**src/rtl/async_fifo_8_wptr_ctrl_pkg.sv**
```systemverilog
// Shared constants, pointer type and Gray decode helper
// for the 8-entry async FIFO write-side pointer logic.
package async_fifo_8_pkg;

  localparam int DEPTH  = 8;
  localparam int ADDR_W = 3;
  localparam int PTR_W  = 4;

  typedef logic [PTR_W-1:0] ptr_t;

  function automatic ptr_t gray2bin(input ptr_t g);
    ptr_t b;
    b[PTR_W-1] = g[PTR_W-1];
    for (int i = PTR_W - 2; i >= 0; i--) begin
      b[i] = b[i+1] ^ g[i];
    end
    return b;
  endfunction

endpackage

```
**src/rtl/async_fifo_8_wptr_ctrl_if.sv**
```systemverilog
// Write-port bundle: upstream request, RAM strobe/address,
// Gray pointers to/from read domain, full/level/overflow status.
interface async_fifo_8_wptr_ctrl_if;
  import async_fifo_8_pkg::*;

  logic              wvalid;
  logic              wready;
  logic [ADDR_W-1:0] waddr;
  logic              wen;
  ptr_t              wptr_gray;
  ptr_t              rptr_gray_async;
  logic              wfull;
  logic [PTR_W-1:0]  wlevel;
  logic              woverflow;

  modport master (
    output wvalid,
    output rptr_gray_async,
    input  wready,
    input  waddr,
    input  wen,
    input  wptr_gray,
    input  wfull,
    input  wlevel,
    input  woverflow
  );

  modport slave (
    input  wvalid,
    input  rptr_gray_async,
    output wready,
    output waddr,
    output wen,
    output wptr_gray,
    output wfull,
    output wlevel,
    output woverflow
  );

endinterface

```
**src/rtl/async_fifo_8_wptr_ctrl_gray.sv**
```systemverilog
// 4-bit binary to Gray encoder (b ^ (b >> 1)).
// Ports: bin_i binary in, gray_o Gray out.
module graycode_encoder_16
  import async_fifo_8_pkg::*;
(
  input  ptr_t bin_i,
  output ptr_t gray_o
);

  assign gray_o = bin_i ^ (bin_i >> 1);

endmodule

```
**src/rtl/async_fifo_8_wptr_ctrl.sv**
```systemverilog
// Write-domain pointer controller for the 8-entry async FIFO.
// Ports: clk, rst (sync, active-high), wif (slave write bundle).
module async_fifo_8_wptr_ctrl
  import async_fifo_8_pkg::*;
#(
  parameter int SYNC_STAGES = 2,
  parameter int OVF_STICKY  = 1
) (
  input logic                     clk,
  input logic                     rst,
  async_fifo_8_wptr_ctrl_if.slave wif
);

  ptr_t wbin_q, wbin_d;
  ptr_t wptr_gray_q, wptr_gray_d;
  ptr_t wgray_nxt;
  ptr_t rsync;
  logic wfull_q, wfull_d;
  logic woverflow_q, woverflow_d;
  logic acc, ovf;

  logic [SYNC_STAGES-1:0][PTR_W-1:0] rq_q, rq_d;

  graycode_encoder_16 u_gray (
    .bin_i  (wbin_d),
    .gray_o (wgray_nxt)
  );

  // A request seen while rst is high is never written.
  always_comb begin
    acc         = wif.wvalid & ~wfull_q & ~rst;
    ovf         = wif.wvalid & wfull_q;
    wbin_d      = wbin_q + {{(PTR_W-1){1'b0}}, acc};
    wptr_gray_d = wgray_nxt;
    rsync       = rq_q[SYNC_STAGES-1];
    // Full: next write pointer is one lap ahead of the
    // synchronised read pointer (top two Gray bits flipped).
    wfull_d     = (wgray_nxt == {~rsync[3:2], rsync[1:0]});
    if (OVF_STICKY != 0) begin
      woverflow_d = woverflow_q | ovf;
    end else begin
      woverflow_d = ovf;
    end
  end

  // Plain flop chain, nothing between stages.
  always_comb begin
    rq_d    = rq_q;
    rq_d[0] = wif.rptr_gray_async;
    for (int k = 1; k < SYNC_STAGES; k++) begin
      rq_d[k] = rq_q[k-1];
    end
  end

  always_ff @(posedge clk) begin
    if (rst) begin
      wbin_q      <= '0;
      wptr_gray_q <= '0;
      rq_q        <= '0;
      wfull_q     <= 1'b0;
      woverflow_q <= 1'b0;
    end else begin
      wbin_q      <= wbin_d;
      wptr_gray_q <= wptr_gray_d;
      rq_q        <= rq_d;
      wfull_q     <= wfull_d;
      woverflow_q <= woverflow_d;
    end
  end

  assign wif.wready    = ~wfull_q;
  assign wif.wen       = acc;
  assign wif.waddr     = wbin_q[ADDR_W-1:0];
  assign wif.wptr_gray = wptr_gray_q;
  assign wif.wfull     = wfull_q;
  assign wif.wlevel    = wbin_q - gray2bin(rsync);
  assign wif.woverflow = woverflow_q;

endmodule

```
**src/flat_wrapper.sv**
```systemverilog
// flat-port wrapper written by rule: the top's interface ports become plain ports
module async_fifo_8_wptr_ctrl_flat import async_fifo_8_pkg::*;
#(
  parameter int SYNC_STAGES = 2,
  parameter int OVF_STICKY  = 1
)
  (clk, rst, wif_wvalid, wif_rptr_gray_async, wif_wready, wif_waddr, wif_wen, wif_wptr_gray, wif_wfull, wif_wlevel, wif_woverflow);
  async_fifo_8_wptr_ctrl_if wif_i ();
  input logic clk;
  input logic rst;
  input wire logic [$bits(wif_i.wvalid)-1:0] wif_wvalid;
  input wire logic [$bits(wif_i.rptr_gray_async)-1:0] wif_rptr_gray_async;
  output wire logic [$bits(wif_i.wready)-1:0] wif_wready;
  output wire logic [$bits(wif_i.waddr)-1:0] wif_waddr;
  output wire logic [$bits(wif_i.wen)-1:0] wif_wen;
  output wire logic [$bits(wif_i.wptr_gray)-1:0] wif_wptr_gray;
  output wire logic [$bits(wif_i.wfull)-1:0] wif_wfull;
  output wire logic [$bits(wif_i.wlevel)-1:0] wif_wlevel;
  output wire logic [$bits(wif_i.woverflow)-1:0] wif_woverflow;
  assign wif_i.wvalid = wif_wvalid;
  assign wif_i.rptr_gray_async = wif_rptr_gray_async;
  assign wif_wready = wif_i.wready;
  assign wif_waddr = wif_i.waddr;
  assign wif_wen = wif_i.wen;
  assign wif_wptr_gray = wif_i.wptr_gray;
  assign wif_wfull = wif_i.wfull;
  assign wif_wlevel = wif_i.wlevel;
  assign wif_woverflow = wif_i.woverflow;
  async_fifo_8_wptr_ctrl #(.SYNC_STAGES(SYNC_STAGES), .OVF_STICKY(OVF_STICKY)) u_core (.clk(clk), .rst(rst), .wif(wif_i));
endmodule
```
**config.mk**
```make
export PLATFORM = sky130hd
export DESIGN_NAME = async_fifo_8_wptr_ctrl_flat
export DESIGN_NICKNAME = d
export VERILOG_FILES = /design/src/rtl/async_fifo_8_wptr_ctrl_pkg.sv /design/src/rtl/async_fifo_8_wptr_ctrl_if.sv /design/src/rtl/async_fifo_8_wptr_ctrl_gray.sv /design/src/rtl/async_fifo_8_wptr_ctrl.sv /design/src/flat_wrapper.sv
export SDC_FILE = /design/constraint.sdc
export NUM_CORES = 1
export LEC_CHECK = 0
export CORE_ASPECT_RATIO = 0.9
export CORE_MARGIN = 2
export CORE_UTILIZATION = 40
export CTS_CLUSTER_DIAMETER = 80
export DETAILED_ROUTE_END_ITERATION = 10
export HOLD_SLACK_MARGIN = 0.1
export PLACE_DENSITY_LB_ADDON = 0.12
export REMOVE_ABC_BUFFERS = 1
export SLEW_MARGIN = 20
export SYNTH_ARGS = -nofsm -noshare
export SYNTH_HDL_FRONTEND = slang
export SYNTH_SLANG_ARGS = --single-unit
export TNS_END_PERCENT = 5
```
**constraint.sdc**
```tcl
create_clock -name clk -period 2.4 [get_ports clk]
set_clock_uncertainty 0.2 [all_clocks]
set_input_delay 0.36 -clock clk [delete_from_list [all_inputs] [get_ports clk]]
set_output_delay 0.36 -clock clk [all_outputs]
set_load 0.05 [all_outputs]
```
==> Implementation_results.wiki <==
{| class="wikitable"
! Metric !! Value
|-
| RSZ-0062 raised after global routing || yes
|-
| Hold-fix buffer count after cts || 0
|-
| Final worst path period share || 113%
|-
| Reg2reg path depth || 7
|-
| Reg clk slew, reported paths || 90 ps
|-
| Maximum number of pins on one net before global-route repair || 18
|-
| # Max-Cap Violations || 0
|-
| Final hold viol count || 0
|-
| DPL Wire Length || 1070 um
|-
| Synth Area in Adders || 11.2%
|-
| Final weighted congestion of routability-driven global placement || 0.778
|-
| Share of cells above drive strength 1 || 25.5%
|-
| EDFF count, synth || 0
|-
| Flip-flop cell with the highest count after synthesis || sky130_fd_sc_hd__dfxtp_1
|-
| Global router's overall resource usage || 13.7%
|-
| Die height || 44.8 um
|-
| Fraction of synthesized cell area in xor and xnor cells || 20.0%
|-
| Top-area cell type share of the netlist area || 46.0%
|-
| Min-delay src || u_core.rq_d[6]
|-
| Arrival time at the worst endpoint || 2160 ps
|-
| Cell breakdown of the critical path || xnor2_2 > xor2_1 > xnor2_1 > ha_2 > inv_1 > a21o_1 > a21oi_1 > xnor2_1 > buf_12
|-
| Total Neg Setup Slack || -762 ps
|-
| Combinational family with the most area after synthesis || XOR/XNOR gates
|-
| Initial antenna violation count || 0
|-
| Wire length per cell || 10.2 um
|-
| Run status || finished, violations left
|-
| H-tree level count || 1
|-
| Post-synthesis async set-or-reset flop share || 0%
|-
| Mean area per synthesized cell || 10.4 sq um
|-
| Met3 demand-to-capacity share in global routing || 2.98%
|-
| Lkg Pwr || 0.000492 uW
|-
| Least setup slack across all paths after layout || -316 ps
|-
| DRC violation total after the first TritonRoute iteration || 6
|-
| Worst Setup End Kind || output port
|-
| Fin crit period || 2720 ps
|-
| CTS Buf Count || 3
|-
| Sum of routed wire length over all layers || 1320 um
|-
| Most crowded layer after global routing || met2
|-
| Max-slew violation count || 0
|-
| Starting density of the core || 43.5%
|-
| Die area || 0.00221 sq mm
|-
| Number of filler cells placed in the layout || 138
|-
| FF-to-FF setup slack || 310 ps
|-
| Biggest fanout along the worst timing path || 2
|-
| Total of warnings raised by yosys || 0
|-
| Global-route wire length before repair || 2190 um
|-
| Global Route met1 Usage || 17.6%
|-
| Largest delay share family, worst path || XOR/XNOR gates
|-
| Kind of launch point of the worst setup path || flop
|-
| Met2 Track Usage GR || 21.4%
|-
| TritonCTS clock tree || yes
|-
| Cell type with the highest aggregate area in the netlist || sky130_fd_sc_hd__dfxtp_1
|-
| Signed area change from the synthesized netlist to the final layout || 57.7%
|-
| Buffer type at the clock tree root || sky130_fd_sc_hd__clkbuf_4
|-
| Number of flip-flops and latches in the synthesized netlist || 17
|-
| PortBufs || 21
|-
| Depth of the worst hold-timing path || 1
|-
| Synthesized instance count || 71
|-
| Count of nets left with antenna violations after detail routing || 0
|-
| Failing checks || setup timing
|-
| Hold worst-path end || u_core.rsync[2]
|-
| Delay of the slowest cell on the worst path || 350 ps
|-
| Core ar. || 0.00170 sq mm
|-
| Largest cells by area after synthesis || sky130_fd_sc_hd__dfxtp_1, sky130_fd_sc_hd__xnor2_1, sky130_fd_sc_hd__nor2b_1, sky130_fd_sc_hd__ha_1, sky130_fd_sc_hd__inv_1
|-
| Cell Rows || 14
|-
| Worst-case headroom to the max-slew limit || 66.1%
|-
| Netlist area before placement || 739 sq um
|-
| 1st-pass router iterations || 2
|-
| CTS Sinks || 17
|-
| Fraction of the mapped netlist area in simple logic gates || 15.4%
|-
| Setup violation total in the final timing report || 3
|-
| ANT cells || 0
|-
| Vias || 557
|-
| Crit path buf inv count || 2
|-
| Crit path max-delay cell type || sky130_fd_sc_hd__dfxtp_2
|-
| Cell variety after synth || 17
|-
| Power per standard cell area || 641 mW/mm^2
|-
| Type of the setup path with the least slack || reg -> out
|-
| Worst r2r dst || u_core.wif.wfull
|-
| Worst-Margin Slew || 508 ps
|-
| Top-count cell post-synth || sky130_fd_sc_hd__dfxtp_1
|-
| Share of the synthesized area in compound gates (AO/OA/AOI/OAI) || 3.38%
|-
| Die Span X || 49.3 um
|-
| Leading cell types by count after synthesis || sky130_fd_sc_hd__dfxtp_1, sky130_fd_sc_hd__nor2b_1, sky130_fd_sc_hd__xnor2_1, sky130_fd_sc_hd__inv_1, sky130_fd_sc_hd__ha_1
|-
| Highest attainable clock frequency || 0.368 GHz
|-
| Final core utilization || 68.6%
|-
| Register Area || 342 sq um
|-
| Total Nets Final || 120
|-
| Cell type with the highest occurrence count on the critical path || sky130_fd_sc_hd__xnor2_1
|-
| Launch point of the worst reg-to-reg path || u_core.wif.wfull
|-
| Sequential element share of the synthesized area || 46.0%
|-
| Multi-input logic area || 399 sq um
|-
| Clk buf depth || 2
|-
| Top-level port count || 22
|-
| Clock latency on the worst-skew pair || 280 ps
|-
| Total global routing overflow || 0
|-
| Vias in the first global route || 519
|-
| # DRC || 0
|-
| Path category of the worst min-delay check || reg -> reg
|-
| Max IR drop VDD || 0.414 mV
|-
| CP required || 1840 ps
|-
| Average vias per placed instance || 4.28
|-
| Multiplexer area fraction after synthesis || 0%
|}
[repair_timing]
action | in CTS | in global routing
pin swaps | 2 | 3
gates resized for setup | 6 | 1
gates cloned | 0 | 0
endpoints found under the setup margin | 4 | 4
buffers inserted | 0 | 0
[cell type report]
type | count | share of cell area [%]
inverter | 7 | 2.25
clock buffer | 4 | 2.25
sequential | 17 | 29.3
multi-input combinational | 46 | 34.2
tap | 24 | 2.58
timing repair buffer | 32 | 29.4
[layer usage]
| metal | up-vias | wire [um] |
|---|---|---|
| met3 | 2 | 41 |
| met2 | 14 | 624 |
| met4 | 0 | 13 |
| met1 | 250 | 641 |
| li1 | 291 | - |
| met5 | - | 0 |
[placed cells by master (no fill, tap or decap)]
| cell type | count |
|---|---|
| sky130_fd_sc_hd__clkdlybuf4s50_1 | 16 |
| sky130_fd_sc_hd__dfxtp_1 | 16 |
| sky130_fd_sc_hd__nor2b_1 | 12 |
| sky130_fd_sc_hd__buf_4 | 11 |
| sky130_fd_sc_hd__xnor2_1 | 9 |
| sky130_fd_sc_hd__inv_1 | 6 |
| sky130_fd_sc_hd__buf_12 | 5 |
| sky130_fd_sc_hd__xnor2_2 | 4 |
| sky130_fd_sc_hd__nor2_1 | 4 |
| sky130_fd_sc_hd__ha_1 | 4 |
| sky130_fd_sc_hd__xor2_1 | 3 |
| sky130_fd_sc_hd__clkbuf_4 | 3 |
| sky130_fd_sc_hd__a21oi_1 | 2 |
| sky130_fd_sc_hd__a21o_1 | 1 |
| sky130_fd_sc_hd__inv_2 | 1 |
| sky130_fd_sc_hd__nand3_1 | 1 |
| sky130_fd_sc_hd__or3_1 | 1 |
| sky130_fd_sc_hd__a21boi_0 | 1 |
| sky130_fd_sc_hd__nor3_1 | 1 |
| sky130_fd_sc_hd__nor3b_2 | 1 |
| sky130_fd_sc_hd__fa_1 | 1 |
| sky130_fd_sc_hd__ha_2 | 1 |
| sky130_fd_sc_hd__clkbuf_1 | 1 |
| sky130_fd_sc_hd__dfxtp_2 | 1 |
[sequential cells by signal (all words and copies together) (netlist names)]
signal / flops
u_core.rq_d: 4
u_core.rsync: 4
u_core.wbin_q: 3
u_core.wif.wfull: 1
u_core.wif.woverflow: 1
u_core.wif.wptr_gray: 4
[power by group]
part / leakage (uW) / internal (uW) / switching [uW]
clock network: 0.0000150 / 64.5 / 84.2
registers: 0.000140 / 293 / 6.21
logic: 0.000337 / 148 / 151
total: 0.000492 / 506 / 242
[stage by stage]
step	std cells	hold WS [ps]	setup WS (ps)	total power [uW]	instance area [sq um]
after CTS	130	243	-345	757	1160
final	130	244	-316	748	1170
after floorplan	70	214	-1040	454	736
after global placement	126	219	-192	591	1110
after global routing	130	261	-451	783	1170
after detailed placement	126	220	-293	596	1110
[worst max path at each step]
stage	slack [ps]	end	cells past startpoint	startpoint
after floorplan	-1040	u_core.wif.wfull	7	u_core.wif.wfull
after global placement	-190	u_core.wif.wfull	8	wif_wvalid
after detailed placement	-290	u_core.wif.wfull	8	wif_wvalid
after CTS	-340	wif_wlevel[3]	9	u_core.rsync[3]
after global routing	-450	wif_wlevel[3]	9	u_core.rsync[3]
final	-320	wif_wlevel[3]	9	u_core.rsync[3]
[kinds of logic after synthesis]
group | after synthesis
flip-flops | 17
buffers and inverters | 8
AO/OA/AOI/OAI | 4
AND/OR/NAND/NOR | 20
adder cells (fa/ha/maj) | 6
XOR/XNOR | 16
No activity file was read; power rests on OpenSTA's default activity.
